File: src/rtl/qam_mapper.sv
// qam_mapper: collects Nbpsc serial interleaved bits per subcarrier and maps each group to a
// Gray-coded, normalised Q1.6 BPSK/QPSK/16-QAM/64-QAM point for the IFFT input buffer.
module qam_mapper #(
  parameter int Nbpsc = 1,
  parameter int Nsd   = 48
) (
  input  logic              Clk,
  input  logic              Reset,
  input  logic              EN,
  input  logic              Data,
  input  logic              In_valid,
  output logic signed [7:0] I_out,
  output logic signed [7:0] Q_out,
  output logic              Out_valid,
  output logic [5:0]        Sc_index,
  output logic              Sym_done
);
  localparam bit         LEGAL    = (Nbpsc == 1) || (Nbpsc == 2) || (Nbpsc == 4) || (Nbpsc == 6);
  localparam logic [2:0] LAST_BIT = 3'(Nbpsc - 1);
  localparam logic [5:0] LAST_SC  = 6'(Nsd - 1);

  function automatic logic signed [7:0] apply_sign(input logic pos, input logic signed [7:0] mag);
    return pos ? mag : -mag;
  endfunction

  // 16-QAM axis: first bit is the sign, second selects inner (1) vs outer (3) level
  function automatic logic signed [7:0] map16(input logic b_hi, input logic b_lo);
    return apply_sign(b_hi, b_lo ? 8'sd20 : 8'sd61);
  endfunction

  // 64-QAM axis: first bit is the sign, remaining two Gray-select 7/5/3/1
  function automatic logic signed [7:0] map64(input logic b_hi, input logic b_mid, input logic b_lo);
    logic signed [7:0] mag;
    case ({b_mid, b_lo})
      2'b00:   mag = 8'sd69;
      2'b01:   mag = 8'sd49;
      2'b11:   mag = 8'sd30;
      default: mag = 8'sd10;
    endcase
    return apply_sign(b_hi, mag);
  endfunction

  logic [5:0]        bits_reg, bits_next, group;
  logic [2:0]        bitcnt_reg, bitcnt_next;
  logic [5:0]        sc_cnt_reg, sc_cnt_next;
  logic [5:0]        sc_index_reg, sc_index_next;
  logic signed [7:0] i_reg, i_next, q_reg, q_next, i_map, q_map;
  logic              valid_reg, valid_next;
  logic              sym_done_reg, sym_done_next;

  // Group as it will be once the bit arriving this cycle is stored
  always_comb begin
    group             = bits_reg;
    group[bitcnt_reg] = Data;
    i_map             = '0;
    q_map             = '0;
    case (Nbpsc)
      1: i_map = apply_sign(group[0], 8'sd64);
      2: begin
        i_map = apply_sign(group[0], 8'sd45);
        q_map = apply_sign(group[1], 8'sd45);
      end
      4: begin
        i_map = map16(group[0], group[1]);
        q_map = map16(group[2], group[3]);
      end
      6: begin
        i_map = map64(group[0], group[1], group[2]);
        q_map = map64(group[3], group[4], group[5]);
      end
      default: ;
    endcase
  end

  always_comb begin
    bits_next     = bits_reg;
    bitcnt_next   = bitcnt_reg;
    sc_cnt_next   = sc_cnt_reg;
    sc_index_next = sc_index_reg;
    i_next        = i_reg;
    q_next        = q_reg;
    valid_next    = 1'b0;
    sym_done_next = 1'b0;
    if (!EN) begin
      bits_next     = '0;
      bitcnt_next   = '0;
      sc_cnt_next   = '0;
      sc_index_next = '0;
      i_next        = '0;
      q_next        = '0;
    end else if (In_valid) begin
      if (bitcnt_reg == LAST_BIT) begin
        bits_next   = '0;
        bitcnt_next = '0;
        if (LEGAL) begin
          valid_next    = 1'b1;
          i_next        = i_map;
          q_next        = q_map;
          sc_index_next = sc_cnt_reg;
          sym_done_next = (sc_cnt_reg == LAST_SC);
          sc_cnt_next   = (sc_cnt_reg == LAST_SC) ? 6'd0 : sc_cnt_reg + 6'd1;
        end
      end else begin
        bits_next   = group;
        bitcnt_next = bitcnt_reg + 3'd1;
      end
    end
  end

  always_ff @(posedge Clk or negedge Reset) begin
    if (!Reset) begin
      bits_reg     <= '0;
      bitcnt_reg   <= '0;
      sc_cnt_reg   <= '0;
      sc_index_reg <= '0;
      i_reg        <= '0;
      q_reg        <= '0;
      valid_reg    <= 1'b0;
      sym_done_reg <= 1'b0;
    end else begin
      bits_reg     <= bits_next;
      bitcnt_reg   <= bitcnt_next;
      sc_cnt_reg   <= sc_cnt_next;
      sc_index_reg <= sc_index_next;
      i_reg        <= i_next;
      q_reg        <= q_next;
      valid_reg    <= valid_next;
      sym_done_reg <= sym_done_next;
    end
  end

  assign I_out     = i_reg;
  assign Q_out     = q_reg;
  assign Out_valid = valid_reg;
  assign Sc_index  = sc_index_reg;
  assign Sym_done  = sym_done_reg;
endmodule

File: config.mk
export PLATFORM = sky130hd
export DESIGN_NAME = qam_mapper
export DESIGN_NICKNAME = d
export VERILOG_FILES = /design/src/rtl/qam_mapper.sv
export SDC_FILE = /design/constraint.sdc
export NUM_CORES = 1
export LEC_CHECK = 0
export ABC_AREA = 1
export ABC_CLOCK_PERIOD_IN_PS = 2250
export CAP_MARGIN = 5
export CORE_MARGIN = 2
export CORE_UTILIZATION = 50
export DETAILED_ROUTE_END_ITERATION = 6
export PLACE_DENSITY = 0.81
export SLEW_MARGIN = 10
export SYNTH_ARGS = -nofsm -noshare
export SYNTH_HDL_FRONTEND = slang
export SYNTH_SLANG_ARGS = --single-unit
File: constraint.sdc
create_clock -name Clk -period 2.25 [get_ports Clk]
set_clock_uncertainty 0.15 [all_clocks]
set_input_delay 0.45 -clock Clk [delete_from_list [all_inputs] [get_ports Clk]]
set_output_delay 0.45 -clock Clk [all_outputs]
set_load 0.01 [all_outputs]
After elaboration in Yosys (flattened, before gate mapping)

Cells that the tools add are included.

Reductions and logical operators: 3
Add/sub/neg operators: 2
Multiplexer cells: 29
Equality and inequality tests: 3
Order comparisons: 2

Operators with widths:

| cell                                                                  | count |
|---|---|
| 6-bit 2-to-1 mux                                                      | 10 |
| 8-bit 2-to-1 mux                                                      | 7 |
| 3-bit 2-to-1 mux                                                      | 3 |
| 1-bit 2-to-1 mux                                                      | 7 |
| 6-bit by 1-bit adder with 6-bit output, second input constant         | 1 |
| 6-bit bitwise mux                                                     | 1 |
| 6-bit equality test, second input constant                            | 1 |
| 3-bit by 4-bit < comparator with 1-bit output, second input constant  | 1 |
| 2-bit by 1-bit != test with 1-bit output, second input constant       | 2 |
| 3-bit by 1-bit adder with 3-bit output, second input constant         | 1 |
| 1-bit demux with 3-bit select                                         | 1 |
| 3-bit by 1-bit >= comparator with 1-bit output, second input constant | 1 |
| 3-bit zero test                                                       | 1 |
| 2-bit AND reduction                                                   | 1 |
| 1-bit logical AND                                                     | 1 |

Flip-flop bits (word level): 39
Input port bits: 5
Output and inout port bits: 24
Word-level logic and storage cells: 47

Depth between registers and ports, before layout

Gate-level depths: netlist (run 1).

Depth after elaboration: 9
Mapped depth: 8

Worst setup path after synthesis (run 1)

Ideal clock, no wire load.

Path type: reg-to-reg
Start: reg bitcnt_reg[0]
End: reg i_reg[7], in the netlist I_out[7]
Setup time: 128 ps
Required time: 1972 ps
Cell stages (with the launch flop): 9
Path slack: 870 ps
Arrival: 1101 ps
Path buffers: 1
Cells stage by stage: dfrtp_1 > inv_1 > ha_1 > nand2_1 > nand2_1 > nand2_1 > buf_4 > nand2_1 > o21ai_0

Cells in the longest elaborated chain, start to end: 9
Elaborated cells on any way between the ends: 13

RTL lines:

| what                                                                                                                                         | RTL line | text |
|---|---|---|
| start, declared                                                                                                                              | 44       | `logic [2:0] bitcnt_reg, bitcnt_next;` |
| start signal, assigned                                                                                                                       | 122      | `bitcnt_reg <= bitcnt_next;` |
| 3-bit by 4-bit < comparator with 1-bit output (implied by the code) / 3-bit by 1-bit >= comparator with 1-bit output (equally long branches) | 54       | `group[bitcnt_reg] = Data;` |
| 1-bit logical AND (implied by the code)                                                                                                      | 54       |  |
| 1-bit 2-to-1 mux (implied by the code)                                                                                                       | 54       |  |
| 1-bit demux with 3-bit select                                                                                                                | 54       |  |
| 6-bit bitwise mux                                                                                                                            | 54       |  |
| 8-bit 2-to-1 mux                                                                                                                             | 23       | `return pos ? mag : -mag;` |
| 8-bit 2-to-1 mux                                                                                                                             | 92       | `if (bitcnt_reg == LAST_BIT) begin` |
| 8-bit 2-to-1 mux                                                                                                                             | 91       | `end else if (In_valid) begin` |
| 8-bit 2-to-1 mux                                                                                                                             | 84       | `if (!EN) begin` |
| end signal, assigned                                                                                                                         | 125      | `i_reg <= i_next;` |
| end, declared                                                                                                                                | 47       | `logic signed [7:0] i_reg, i_next, q_reg, q_next, i_map, q_map;` |

Several ways; a longest one is shown, not always the timed one. The select of a mux whose other input is x is not followed.
A chain may end at the register's enable or synchronous reset.

Final worst setup path (run 1)

Start: reg sc_index_reg[1], in the netlist Sc_index[1]
End: out Sc_index[1]

RTL lines:

| what                   | RTL line | text |
|---|---|---|
| start, declared        | 46       | `logic [5:0] sc_index_reg, sc_index_next;` |
| start signal, assigned | 124      | `sc_index_reg <= sc_index_next;` |
| end, declared          | 15       | `output logic [5:0] Sc_index,` |

No word-level cell between the ends.

==> results of run 1 <==
## through the flow
step / total power, uW / cell area (sq um) / worst slack [ns] / hold WS, ns
final: 638 / 1210 / 0.452 / 0.340
after global routing: 676 / 1210 / 0.362 / 0.370
after CTS: 646 / 1210 / 0.436 / 0.347
after detailed placement: 449 / 1180 / 0.193 / 0.320
after global placement: 448 / 1180 / 0.282 / 0.314
after floorplan: 436 / 1110 / 0.870 / 0.00441
## cells in the final DEF (no fill, tap or decap), types with 2 or more instances in the layout
cell	n
nand2_1	34
dfrtp_1	20
conb_1	14
clkdlybuf4s50_1	14
inv_1	11
o21ai_1	9
nand3_1	4
nand4_1	3
o21ai_0	3
nor2_1	3
ha_1	3
clkbuf_4	3
nand3_2	2
inv_2	2
buf_4	2
## where the power goes
group	switching (uW)	leakage, uW	total (uW)	internal (uW)
clock	97.6	0.0000210	196	98.3
combinational	43.5	0.000281	68.1	24.6
sequential	7.12	0.000275	374	367
## area by class of cell
type | instances | area (sq um) | share of cell area (%)
multi-input cells | 84 | 439 | 36.2
inverters | 13 | 48.8 | 4.02
well taps | 27 | 33.8 | 2.78
flip-flops and latches | 20 | 500 | 41.2
clock buffers | 4 | 36.3 | 2.99
repair buffers | 16 | 155 | 12.8
## per-layer routing
layer / share of wire (%) / vias to the layer above
met5: 0 / -
met4: 0.50 / 0
met3: 2.4 / 2
met2: 53 / 13
met1: 44 / 356
li1: - / 391
## path summary, 6_finish.rpt
check                         startpoint       endpoint  cells past startpoint
setup / recovery             Sc_index[1]    Sc_index[1]                      1
hold / removal                     Reset    Sc_index[3]                      2
setup reg to reg           bitcnt_reg[0]  sc_cnt_reg[2]                      7
hold reg to reg                 I_out[6]       I_out[6]                      2
max in group asynchronous          Reset  sc_cnt_reg[4]                      2
min in group Clk                I_out[6]       I_out[6]                      2
## kinds of logic (layout without fill, tap and decap cells)
family	Yosys count	count (layout)	share of synthesized area, %
buffers and inverters	29	33	16.2
DFF	20	20	47.1
other	1	14	0.353
and+or+nand+nor	51	51	23.9
xor gates and xnor gates	2	2	1.65
AOI/OAI and AO/OA	14	14	7.29
adders and majority gates	3	3	3.53
==> results.toml, run 1 <==
[timing]
rsz0062_at_grt = "no"
finalCritPeriodShare_pct = 79.9
tns_ns = 0
timing_hold_violations_final = 0
setup_viol = 0
maxSlewViolCount = 0
fin_crit_ns = 1.80
fmax_mhz = 556

[yosys]
synth_top_cells_by_area = "dfrtp_1 47%, nand2_1 12%, buf_4 11%"
yosys.area.top_type_share_pct = 47.1
synth_warnings = 0
avgSynthCellArea_sq_um = 8.86
synth.distinct_cells = 23
ys.flop_type = "dfrtp_1"
synth_area_sq_um = 1060
ys_seq_area_share_pct = 47.1
synth_most_common_cell = "nand2_1"
synth_edf_count = 0
synthArstFlopShare_pct = 100
post-synth-top-area-cell = "dfrtp_1"
netlist_instances = 120
ys_seq_elements = 20
ys_top_cells_by_count = "34 x nand2_1, 20 x dfrtp_1, 15 x buf_4"

[floorplanning]
core_area_sq_um = 1980
dieArea_sq_um = 2510
ios = 29
floorplan.initialDensity_pct = 53.7
die_y_um = 50.1
die_w_um = 50.1
rows = 16

[cts]
ctsHoldBuffers = 0
cts_buffer_depth = 2
clk-insertion-delay-late_ns = 0.28
htreeDepth = 1
clk_pin_slew_ns = 0.11
post_cts.repair.setup_buffers = 0
cts_tree = "yes"
clock-sinks = 20
cts_made_buffers = 3
clockRootBuffer = "clkbuf_4"
cts_resized = 0

[layout]
fillerInstances = 163
nets = 146
final_util_pct = 61.2
layout-drive-gt1-share_pct = 10.9
diodes = 0
area.growth.synth_to_final_pct = 14.1
final_cells = 164

[route]
wl_um = 1790
final_antenna_net_count = 0
wl_per_cell_um = 10.9
drc = 0
viasPerCell = 4.65
dr_total_vias = 762
drt-pass1-iter-count = 4
drtIter0Drc = 8

[global_routing]
antenna_found_initial = 0
gr-total-overflow = 0
grt.total_usage_pct = 15.7
grt_pass1_vias = 757
met3_usage_pct = 2.73
grtUsageMet1_pct = 19.3
use_met2_pct = 27.2
grt_pass1_wl_um = 3060
grt_max_degree = 21
busiest_layer = "met2"

[power_and_ir_drop]
ir_drop_v = 0.000298
pwr_density_cell_nw_per_um2 = 526
leakage_uw = 0.000577

[min_path]
worstHoldPathType = "input port to async pin"

[setup_path]
critPathTopFamily = "buffers and inverters"
slowest_stage = "clkdlybuf4s50_1"
arrival_ns = 1.20
r2r_slack_ns = 0.52
cp-start-kind = "flip-flop"
crit_type = "flip-flop to primary output"
crit_fanout = 2
crit_path_cell_trace = "clkdlybuf4s50_1"
endpoint_kind = "primary output"
crit_buf_inv = 1
crit_path_max_incr_delay_ns = 0.55
required_ns = 1.65

[placement]
dp_cells = 160
dp_hpwl_um = 1420
gp_congestion = 0.797
portBuffers = 14

[outcome]
status = "complete, no violations"

[run]
drv_cap = 0
Note: power is estimated with default switching activity, not from simulation.
==> run 2, diff against run 1 <==
ABC_CLOCK_PERIOD_IN_PS = 1850   (was 2250)
CORE_UTILIZATION = 47   (was 50)
PLACE_DENSITY = 0.76   (was 0.81)
clock period = 1.85 ns   (was 2.25 ns; I/O delays follow)
==> run 2 against run 1 <==
Combinational power grew 27%. Final area is 1.3% higher. Cell count up 1.8%. Sequential cell count is the same. Critical endpoint is now Sc_index[2].
==> results.toml, run 2 (synthesized netlist as in run 1, its figures left out) <==
[cts]
post_cts.repair.setup_buffers = 0
cts_made_buffers = 3
cts_resized = 0
clk_pin_slew_ns = 0.11
clockRootBuffer = "clkbuf_4"
htreeDepth = 1
cts_tree = "yes"
clock-sinks = 20
ctsHoldBuffers = 0
cts_buffer_depth = 2
clk-insertion-delay-late_ns = 0.29

[route]
wl_um = 1870
drtIter0Drc = 11
drt-pass1-iter-count = 4
dr_total_vias = 775
wl_per_cell_um = 11.2
drc = 0
viasPerCell = 4.64
final_antenna_net_count = 0

[setup_path]
crit_fanout = 2
slowest_stage = "clkdlybuf4s50_1"
cp-start-kind = "flip-flop"
crit_path_max_incr_delay_ns = 0.54
crit_buf_inv = 1
required_ns = 1.33
crit_path_cell_trace = "clkdlybuf4s50_1"
crit_type = "flip-flop to primary output"
endpoint_kind = "primary output"
critPathTopFamily = "buffers and inverters"
arrival_ns = 1.21

[placement]
dp_hpwl_um = 1490
dp_cells = 163
portBuffers = 14
gp_congestion = 0.827

[layout]
nets = 148
mostFrequentLayoutCells = "34 x nand2_1, 20 x dfrtp_1, 14 x conb_1, 14 x clkdlybuf4s50_1, 11 x inv_1"
layout-drive-gt1-share_pct = 12.2
multi_input_area_sq_um = 439
mostFrequentLayoutCell = "nand2_1"
final_cells = 167
ff_latch_area_sq_um = 500
diodes = 0
fillerInstances = 212
area.growth.synth_to_final_pct = 15.6
final_util_pct = 56.7

[floorplanning]
rows = 17
die_w_um = 51.6
ios = 29
floorplan.initialDensity_pct = 49.0
dieArea_sq_um = 2660
die_y_um = 51.6
core_area_sq_um = 2170

[timing]
whs_ns = 0.246
setup_viol = 0
fmax_mhz = 579
fin_crit_ns = 1.73
timing_hold_violations_final = 0
finalCritPeriodShare_pct = 93.3
rsz0062_at_grt = "no"
maxSlewViolCount = 0
tns_ns = 0

[global_routing]
grt_pass1_vias = 719
grt_pass1_wl_um = 3000
grt.total_usage_pct = 15.3
antenna_found_initial = 0
gr-total-overflow = 0
grt_max_degree = 21

[power_and_ir_drop]
pwr_density_cell_nw_per_um2 = 645
leakage_uw = 0.000587
power_uw = 794
ir_drop_v = 0.000436

[outcome]
status = "complete, no violations"

[min_path]
worstHoldPathType = "input port to async pin"

[run]
drv_cap = 0
[run 2: changes by cell type in the layout (fill, tap and decap cells not counted)]
cell,previous run,this run
buf_4,2,4
[run 2: path summary, 6_finish.rpt]
kind,from,end,slack (ns),cells after the start
hold reg to reg,I_out[6],I_out[6],0.34,2
setup / recovery,Sc_index[2],Sc_index[2],0.12,1
max in group asynchronous,Reset,sc_cnt_reg[4],1.10,2
setup reg to reg,bitcnt_reg[0],I_out[7],0.31,8
min in group Clk,I_out[6],I_out[6],0.34,2
hold / removal,Reset,sc_cnt_reg[3],0.25,2
[run 2: cell type report]
class	instances	share of cell area [%]
clock buffer	4	2.95
inverter	13	3.97
multi-input combinational	84	35.7
sequential	20	40.7
tap	28	2.85
timing repair buffer	18	13.8
[run 2: metrics by stage]
stage,instance area (sq um),setup slack [ns]
floorplan,1110,0.470
global placement,1190,0.136
detailed placement,1190,0.0717
CTS,1230,0.107
global route,1230,0.0814
finish,1230,0.123
[run 2: worst reg2reg max path: cells and delay by family (launching register included)]
kind	cells	cell delay (ns)
flip-flops	1	0.40
buffers and inverters	2	0.31
AND/OR/NAND/NOR	4	0.29
adder cells (fa/ha/maj)	1	0.22
AO/OA/AOI/OAI	1	0.07
[run 2: where the power goes]
group	total, uW	internal, uW	switching (uW)
clock	252	120	132
combinational	86.2	32.8	53.4
sequential	456	447	9.02
total	794	600	194
[run 2: metal layers]
layer / share of wire [%] / track usage (%) / up-vias / wire length [um]
li1: - / - / 393 / -
met1: 41 / 17.4 / 365 / 760
met2: 55 / 28.4 / 17 / 1030
met3: 3.8 / 2.59 / 0 / 71
met4: 0 / 5.26 / 0 / 0
met5: 0 / 0 / - / 0
==> run 3, diff against run 2 <==
PLACE_DENSITY = 0.78   (was 0.76)
==> run 3 against run 2 <==
Core utilization fell by 0.29 points. Highest routed layer is now met4. Combinational power rose by 2%. Sequential share of layout area rose by 0.21 points. Final area fell by 0.51%. Critical endpoint is now Sc_index[0]. Critical path depth did not move. Wire length fell by 0.75%. Largest power group unchanged. Global-route usage rose by 0.52 points. Via count rose by 4.6%. Sequential power barely moved. Hold slack improved by 0.0015 ns.
==> results.toml, run 3 (synthesized netlist as in run 1, its figures left out) <==
[layout]
layout-drive-gt1-share_pct = 12.2
final_cells = 167
area.growth.synth_to_final_pct = 15.1
mostFrequentLayoutCells = "34 x nand2_1, 20 x dfrtp_1, 14 x conb_1, 14 x clkdlybuf4s50_1, 11 x inv_1"
fillerInstances = 198
nets = 149
mostFrequentLayoutCell = "nand2_1"
diodes = 0

[floorplanning]
die_w_um = 51.6
ios = 29
die_y_um = 51.6
dieArea_sq_um = 2660
floorplan.initialDensity_pct = 49.0
rows = 17
core_area_sq_um = 2170

[cts]
cts_buffer_depth = 2
htreeDepth = 1
cts_made_buffers = 3
clk-insertion-delay-late_ns = 0.29
clockRootBuffer = "clkbuf_4"
cts_resized = 0
post_cts.repair.setup_buffers = 0
ctsHoldBuffers = 0
cts_tree = "yes"
clock-sinks = 20
clk_pin_slew_ns = 0.10

[route]
m1WireLength_um = 808
met2_length_um = 937
wl_um = 1850
final_antenna_net_count = 0
dr_total_vias = 811
top_layer_used = "met4"
drt-pass1-iter-count = 4
wl_per_cell_um = 11.1
drc = 0
viasPerCell = 4.86
met3_length_um = 76
drtIter0Drc = 18

[timing]
finalCritPeriodShare_pct = 93.5
rsz0062_at_grt = "no"
timing_hold_violations_final = 0
fin_crit_ns = 1.73
maxSlewViolCount = 0
tns_ns = 0
fmax_mhz = 578
setup_viol = 0

[placement]
dp_hpwl_um = 1460
portBuffers = 14
gp_congestion = 0.775
dp_cells = 164

[run]
drv_cap = 0

[setup_path]
cp-start-kind = "flip-flop"
arrival_ns = 1.21
crit_buf_inv = 1
crit_type = "flip-flop to primary output"
crit_path_cell_trace = "clkdlybuf4s50_1"
slowest_stage = "clkdlybuf4s50_1"
critPathTopFamily = "buffers and inverters"
crit_fanout = 2
required_ns = 1.33
endpoint_kind = "primary output"
crit_path_max_incr_delay_ns = 0.55

[outcome]
status = "complete, no violations"

[global_routing]
gr-total-overflow = 0
grt.total_usage_pct = 15.8
antenna_found_initial = 0
grt_max_degree = 21
grt_pass1_vias = 754
grt_pass1_wl_um = 3120

[power_and_ir_drop]
pwr_density_cell_nw_per_um2 = 604
leakage_uw = 0.000584
ir_drop_v = 0.000321

[min_path]
worstHoldPathType = "input port to async pin"
## run 3: layer usage
layer / GRT usage [%] / up-vias
met3: 2.01 / 4
li1: - / 393
met5: 0 / -
met2: 27.6 / 20
met1: 18.9 / 394
met4: 8.33 / 0
## run 3: power breakdown
part / leakage, uW / total, uW / switching [uW] / internal [uW]
Clock: 0.0000138 / 196 / 120 / 75.8
Combinational: 0.000296 / 87.8 / 53.7 / 34.0
Sequential: 0.000275 / 455 / 8.63 / 447
## run 3: final timing paths
| kind | from | end | slack, ns | cells after the start |
|---|---|---|---|---|
| setup / recovery | Sc_index[0] | Sc_index[0] | 0.12 | 1 |
| hold reg to reg | Sc_index[5] | Sc_index[5] | 0.35 | 2 |
| max in group asynchronous | Reset | I_out[6] | 1.10 | 2 |
| hold / removal | Reset | sc_cnt_reg[3] | 0.25 | 2 |
| min in group Clk | Sc_index[5] | Sc_index[5] | 0.35 | 2 |
| setup reg to reg | bitcnt_reg[0] | I_out[7] | 0.32 | 8 |
## run 3: final cells by class
cell class	count	area, sq um	share of cell area, %
clock buffer	3	22.5	1.84
inverter	13	48.8	3.99
multi-input combinational	84	439	35.9
sequential	20	500	40.9
tap	28	35.0	2.86
timing repair buffer	19	178	14.5
## run 3: metrics by stage
stage / instance area [sq um] / setup slack [ns] / hold WS, ns / total power (uW) / utilization [%]
after global placement: 1200 / 0.147 / 0.316 / 549 / 55.4
after global routing: 1220 / 0.0683 / 0.279 / 774 / 56.4
after floorplan: 1110 / 0.470 / -0.0756 / 531 / -
after detailed placement: 1200 / 0.0826 / 0.327 / 552 / 55.4
after CTS: 1220 / 0.113 / 0.255 / 744 / 56.4
final: 1220 / 0.120 / 0.248 / 739 / 56.4
